**src/rtl/sd_req_arbiter.sv**
```systemverilog
// ---------------------------------------------------------------------------
// sd_req_arbiter
//   Shares the single HPS virtual-disk sector channel between NREQ disk
//   controllers (e.g. FDD0, FDD1, HDD). Level read/write requests are granted
//   one at a time in round-robin order. For the granted requester the block
//   issues the per-VD sd_rd/sd_wr strobe with the latched LBA, waits for
//   sd_ack, and steers sector-buffer traffic to/from that requester only
//   while the transfer window is open. A watchdog aborts a command that never
//   sees an ack.
//
// Ports
//   clk_sys      in   system clock
//   reset        in   asynchronous, active-high reset
//   req_rd       in   [NREQ]     per-requester read request (level)
//   req_wr       in   [NREQ]     per-requester write request (level)
//   req_lba      in   [32*NREQ]  per-requester LBA, slice i = [32i+31:32i]
//   req_buff_din in   [8*NREQ]   per-requester write-data byte
//   req_done     out  [NREQ]     one-cycle completion pulse
//   req_err      out  [NREQ]     one-cycle timeout pulse
//   req_buff_wr  out  [NREQ]     sd_buff_wr gated to the granted requester
//   sd_lba       out  [32]       LBA to HPS
//   sd_rd        out  [NREQ]     read strobe, one-hot or zero
//   sd_wr        out  [NREQ]     write strobe, one-hot or zero
//   sd_ack       in   [NREQ]     per-VD ack from HPS
//   sd_buff_wr   in   1          buffer write strobe from HPS
//   sd_buff_din  out  [8]        write byte of granted requester, 0 when idle
//   busy         out  1          high whenever a command is in flight
// ---------------------------------------------------------------------------
module sd_req_arbiter #(
  parameter int NREQ = 3,
  parameter int TO_W = 24
) (
  input  logic                 clk_sys,
  input  logic                 reset,
  input  logic [NREQ-1:0]      req_rd,
  input  logic [NREQ-1:0]      req_wr,
  input  logic [32*NREQ-1:0]   req_lba,
  input  logic [8*NREQ-1:0]    req_buff_din,
  output logic [NREQ-1:0]      req_done,
  output logic [NREQ-1:0]      req_err,
  output logic [NREQ-1:0]      req_buff_wr,
  output logic [31:0]          sd_lba,
  output logic [NREQ-1:0]      sd_rd,
  output logic [NREQ-1:0]      sd_wr,
  input  logic [NREQ-1:0]      sd_ack,
  input  logic                 sd_buff_wr,
  output logic [7:0]           sd_buff_din,
  output logic                 busy
);

  localparam int GW = (NREQ > 1) ? $clog2(NREQ) : 1;

  typedef enum logic [2:0] {
    S_IDLE,
    S_ISSUE,
    S_WAIT_ACK,
    S_XFER,
    S_DONE
  } state_t;

  state_t            r_state;
  logic [GW-1:0]     r_rr;
  logic [GW-1:0]     r_g;
  logic              r_is_rd;
  logic [31:0]       r_sd_lba;
  logic [NREQ-1:0]   r_sd_rd;
  logic [NREQ-1:0]   r_sd_wr;
  logic [NREQ-1:0]   r_req_done;
  logic [NREQ-1:0]   r_req_err;
  logic              r_busy;
  logic [TO_W-1:0]   r_wd;

  logic [NREQ-1:0]   w_pend;
  logic              w_sel_vld;
  logic [GW-1:0]     w_sel_idx;
  logic [GW-1:0]     w_cand;
  logic [31:0]       w_sel_lba;
  logic [NREQ-1:0]   w_g_oh;
  logic [TO_W-1:0]   w_wd_inc;

  assign w_pend    = req_rd | req_wr;
  assign w_sel_lba = req_lba[int'(w_sel_idx)*32 +: 32];
  assign w_g_oh    = NREQ'(1) << r_g;
  assign w_wd_inc  = r_wd + 1'b1;

  // Round-robin pick: first pending index at or after r_rr, wrapping.
  // NOTE: every combinational output gets a default before any condition so
  // no path leaves it unassigned; otherwise synthesis infers a latch.
  always_comb begin
    w_sel_vld = 1'b0;
    w_sel_idx = '0;
    w_cand    = '0;
    for (int k = 0; k < NREQ; k++) begin
      w_cand = GW'((int'(r_rr) + k) % NREQ);
      if (!w_sel_vld && w_pend[w_cand]) begin
        w_sel_vld = 1'b1;
        w_sel_idx = w_cand;
      end
    end
  end

  // NOTE: state registers use non-blocking assignments so every register in
  // this block samples pre-edge values, independent of statement order.
  always_ff @(posedge clk_sys or posedge reset) begin
    if (reset) begin
      r_state    <= S_IDLE;
      r_rr       <= '0;
      r_g        <= '0;
      r_is_rd    <= 1'b0;
      r_sd_lba   <= '0;
      r_sd_rd    <= '0;
      r_sd_wr    <= '0;
      r_req_done <= '0;
      r_req_err  <= '0;
      r_busy     <= 1'b0;
      r_wd       <= '0;
    end else begin
      // Completion/error outputs are single-cycle pulses.
      r_req_done <= '0;
      r_req_err  <= '0;
      case (r_state)
        S_IDLE: begin
          if (w_sel_vld) begin
            r_g      <= w_sel_idx;
            // Read wins when both are set; the write stays pending.
            r_is_rd  <= req_rd[w_sel_idx];
            r_sd_lba <= w_sel_lba;
            r_busy   <= 1'b1;
            r_state  <= S_ISSUE;
          end
        end
        S_ISSUE: begin
          r_wd <= '0;
          if (r_is_rd) r_sd_rd <= w_g_oh;
          else         r_sd_wr <= w_g_oh;
          r_state <= S_WAIT_ACK;
        end
        S_WAIT_ACK: begin
          r_wd <= w_wd_inc;
          if (sd_ack[r_g]) begin
            r_sd_rd <= '0;
            r_sd_wr <= '0;
            r_state <= S_XFER;
          end else if (&w_wd_inc) begin
            // Strobe has been up for 2^TO_W-1 cycles with no ack: abort.
            r_sd_rd   <= '0;
            r_sd_wr   <= '0;
            r_req_err <= w_g_oh;
            r_state   <= S_DONE;
          end
        end
        S_XFER: begin
          // Entered with ack high, so a low ack here is its falling edge.
          if (!sd_ack[r_g]) begin
            r_req_done <= w_g_oh;
            r_state    <= S_DONE;
          end
        end
        S_DONE: begin
          r_rr    <= (r_g == GW'(NREQ-1)) ? '0 : r_g + 1'b1;
          r_busy  <= 1'b0;
          r_state <= S_IDLE;
        end
        default: r_state <= S_IDLE;
      endcase
    end
  end

  // Sector-buffer steering to/from the granted requester only.
  always_comb begin
    sd_buff_din = '0;
    req_buff_wr = '0;
    if (r_state == S_WAIT_ACK || r_state == S_XFER)
      sd_buff_din = req_buff_din[int'(r_g)*8 +: 8];
    if (r_state == S_XFER && sd_buff_wr)
      req_buff_wr = w_g_oh;
  end

  assign sd_lba   = r_sd_lba;
  assign sd_rd    = r_sd_rd;
  assign sd_wr    = r_sd_wr;
  assign req_done = r_req_done;
  assign req_err  = r_req_err;
  assign busy     = r_busy;

endmodule

```
**config.mk**
```make
export PLATFORM = sky130hd
export DESIGN_NAME = sd_req_arbiter
export DESIGN_NICKNAME = d
export VERILOG_FILES = /design/src/rtl/sd_req_arbiter.sv
export SDC_FILE = /design/constraint.sdc
export NUM_CORES = 1
export LEC_CHECK = 0
export BUFFER_PORTS_ARGS = -buffer_cell sky130_fd_sc_hd__buf_4
export CAP_MARGIN = 10
export CELL_PAD_IN_SITES_DETAIL_PLACEMENT = 1
export CELL_PAD_IN_SITES_GLOBAL_PLACEMENT = 1
export CORE_MARGIN = 2
export CORE_UTILIZATION = 35
export DETAILED_ROUTE_END_ITERATION = 7
export GPL_TIMING_DRIVEN = 1
export HOLD_SLACK_MARGIN = 0.05
export PLACE_DENSITY = 0.8
export SETUP_SLACK_MARGIN = 0.2
export SYNTH_ARGS = -nofsm -noshare
export SYNTH_HDL_FRONTEND = slang
export SYNTH_SLANG_ARGS = --single-unit
```
**constraint.sdc**
```tcl
create_clock -name clk_sys -period 3.3 [get_ports clk_sys]
set_clock_uncertainty 0.1 [all_clocks]
set_input_delay 0.33 -clock clk_sys [delete_from_list [all_inputs] [get_ports clk_sys]]
set_output_delay 0.33 -clock clk_sys [all_outputs]
set_load 0.02 [all_outputs]
```
==> flow_summary.ini <==
[floorplanning]
rows = 42
fp.coreArea_mm2 = 0.0131
die_w_um = 119
initial_core_util_pct = 35.5
dieArea_mm2 = 0.0143
ios = 188
die_y_um = 119

[worst_setup_path]
critPathArrivalTime_ns = 2.93
startpoint_type = flop
crit_type = reg -> reg
critical_path.max_stage_delay_ns = 0.52
crit_path_end_kind = flop
cp_cell_sequence = inv_1 -> ha_1 -> maj3_1 -> a221oi_1 -> nand2b_2 -> buf_4 -> a211oi_1 -> a21o_1
critical_path.slowest_cell = a221oi_1
required_ns = 3.48
path_max_fanout = 70

[synthesis]
synthCells = 527
yosys_warnings = 0
yosys.area.top_type = dfrtp_1
syn_avg_cell_area_um2 = 8.86
synth_area_leaders = dfrtp_1, mux2i_1, nor2_1, a21o_1, a211oi_1
synthArstFlopShare_pct = 100
yosys-top-cells-count = dfrtp_1, nor2_1, mux2i_1, o21ai_0, a21o_1
synth_edf_count = 0
syn_nets = 663
ys_seq_area_share_pct = 41.3
synth-seq-cells = 77
synth_most_common_cell = dfrtp_1
synth_top_area_share_pct = 41.3
synth_area_mm2 = 0.00467
ys_types = 50
ys.flop_type = dfrtp_1

[cts]
clockBufferDepth = 2
post_cts_resized = 0
clkLatencyLatePin_ns = 0.34
cts_root_buf = clkbuf_16
cts.sinks = 77
h-tree-depth = 3
tritoncts.num_buffers = 9
cts_tree = done
clkTransAtPathRegs_ns = 0.06

[global_routing]
grt-ovfl-total = 0
grt_max_degree = 71
grt_pass1_vias = 5136
grt_first_pass_wirelength_um = 25600
grt_usage_pct = 22.3
antenna_found_initial = 0

[sta]
finalSetupViolations = 0
final.period_utilization_pct = 83.4
tightest_slew_ns = 1.03
slew_viol_final = 0
rsz0062_at_grt = false
finalHoldViolCount = 0
slew_headroom_pct = 31.5
fin_crit_ns = 2.75
fmaxAchievable_mhz = 363
setup_tns_ns = 0

[placed_design]
port_buffers = 187
placed_cell_area_mm2 = 0.00629
dp.cells = 866
gp_congestion = 0.854
dp_hpwl_um = 12000

[layout]
finalInstanceArea_mm2 = 0.00659
syn_to_final_growth_pct = 41.2
stdcell_count = 885
antenna_cells = 0
num-nets-final = 840
drive_gt1_share_pct = 32.4

[routing]
drt_pass1_iterations = 4
antenna_left = 0
finalWirelength_um = 15600
wl_per_cell_um = 17.6
drtIter0Drc = 201
drc = 0
via_count = 4836
drt-vias-per-instance = 5.46

[pwr]
p_sw_mw = 2.54
comb_power_share_pct = 56.2
ir_drop_mv = 0.350
pwr_density_cell_mw_per_mm2 = 860
switching_share_pct = 44.9
p_int_mw = 3.13
pwr-share-clk_pct = 16.6
p_seq_share_pct = 27.2
p_leak_nw = 3.32

[status]
outcome = finished clean

[min_path]
hold_path_class = in -> reg

[job]
maxCapViolations = 0
-- kinds of logic after synthesis --
family / Yosys count / synth area share, %
simple gates: 182 / 19.5
compound gates: 165 / 23.3
flops: 77 / 41.3
buf+inv: 48 / 4.07
mux: 42 / 9.01
xor+xnor: 7 / 1.31
fa+ha+maj: 6 / 1.50
-- cell usage in the layout (no fill, tap or decap), types with 8 or more instances in the layout --
master,count
nand3_1,20
o31ai_1,8
mux2i_1,42
dfrtp_1,77
nor2_1,74
a21oi_1,21
inv_1,9
clkbuf_16,9
o21ai_0,40
nand2_1,31
a211oi_1,34
a21o_1,36
buf_4,201
-- path summary, 6_finish.rpt --
kind                                 start     endpoint  slack [ns]  cells past startpoint
worst min-delay path             sd_ack[0]  req_done[0]        0.06                      2
worst min register to register  sd_lba[17]   sd_lba[17]        0.38                      1
worst max-delay path               r_rr[0]    sd_lba[7]        0.55                      8
worst max register to register     r_rr[0]    sd_lba[7]        0.55                      8
min in group asynchronous            reset    sd_lba[6]        0.53                      4
max in group asynchronous            reset      r_wd[7]        2.04                      4
-- power groups by stage --
| stage | clock (mW) | combinational [mW] | sequential, mW |
|---|---|---|---|
| finish | 0.939 | 3.19 | 1.54 |
| global route | 0.991 | 3.49 | 1.59 |
| CTS | 0.955 | 3.22 | 1.54 |
| detailed placement | 0 | 3.20 | 1.55 |
| global placement | 0 | 3.07 | 1.53 |
| floorplan | 0 | 1.80 | 1.75 |
-- registers in the layout, summed over array words and instances (netlist names) --
register  count
sd_wr         3
r_is_rd       1
busy          1
r_state       3
sd_lba       32
req_done      3
req_err       3
sd_rd         3
r_g           2
r_wd         24
r_rr          2
-- critical path: cells and delay by family, from the launching register on --
| kind | cells | cell delay (ns) |
|---|---|---|
| adders and majority gates | 2 | 0.74 |
| buffers and inverters | 2 | 0.41 |
| AOI/OAI and AO/OA | 3 | 0.96 |
| DFF | 1 | 0.37 |
| and+or+nand+nor | 1 | 0.09 |
-- timing repair --
action                                 CTS  global route
endpoints found under the hold margin   28             0
setup endpoints to repair                0             1
buffers inserted                         0             2
hold buffers                             1             0
-- stage by stage --
step	power, mW	worst slack [ns]	utilization (%)	hold WS [ns]
5_1_grt	6.07	0.288	50.2	0.0526
2_1_floorplan	3.55	0.720	-	0.295
3_3_place_gp	4.60	0.507	47.8	0.326
6_report	5.67	0.546	50.2	0.0567
3_5_place_dp	4.75	0.386	47.8	0.333
4_1_cts	5.72	0.361	50.1	0.0504
-- layout make-up --
class                      count  area (um^2)
sequential                    77         1930
tap                          176          220
inverter                      10         38.8
fill                        1555         6550
clock inverter                 3         20.0
clock buffer                  13          260
timing repair buffer         204         1560
multi-input combinational    402         2570
-- layer usage --
layer	up-vias	share of wire, %	track usage, %
li1	2272	-	-
met1	2411	41	26.1
met2	133	51	39.9
met3	20	6.0	6.56
met4	0	1.7	5.81
met5	-	0	0
Note: power is estimated with default switching activity, not from simulation.
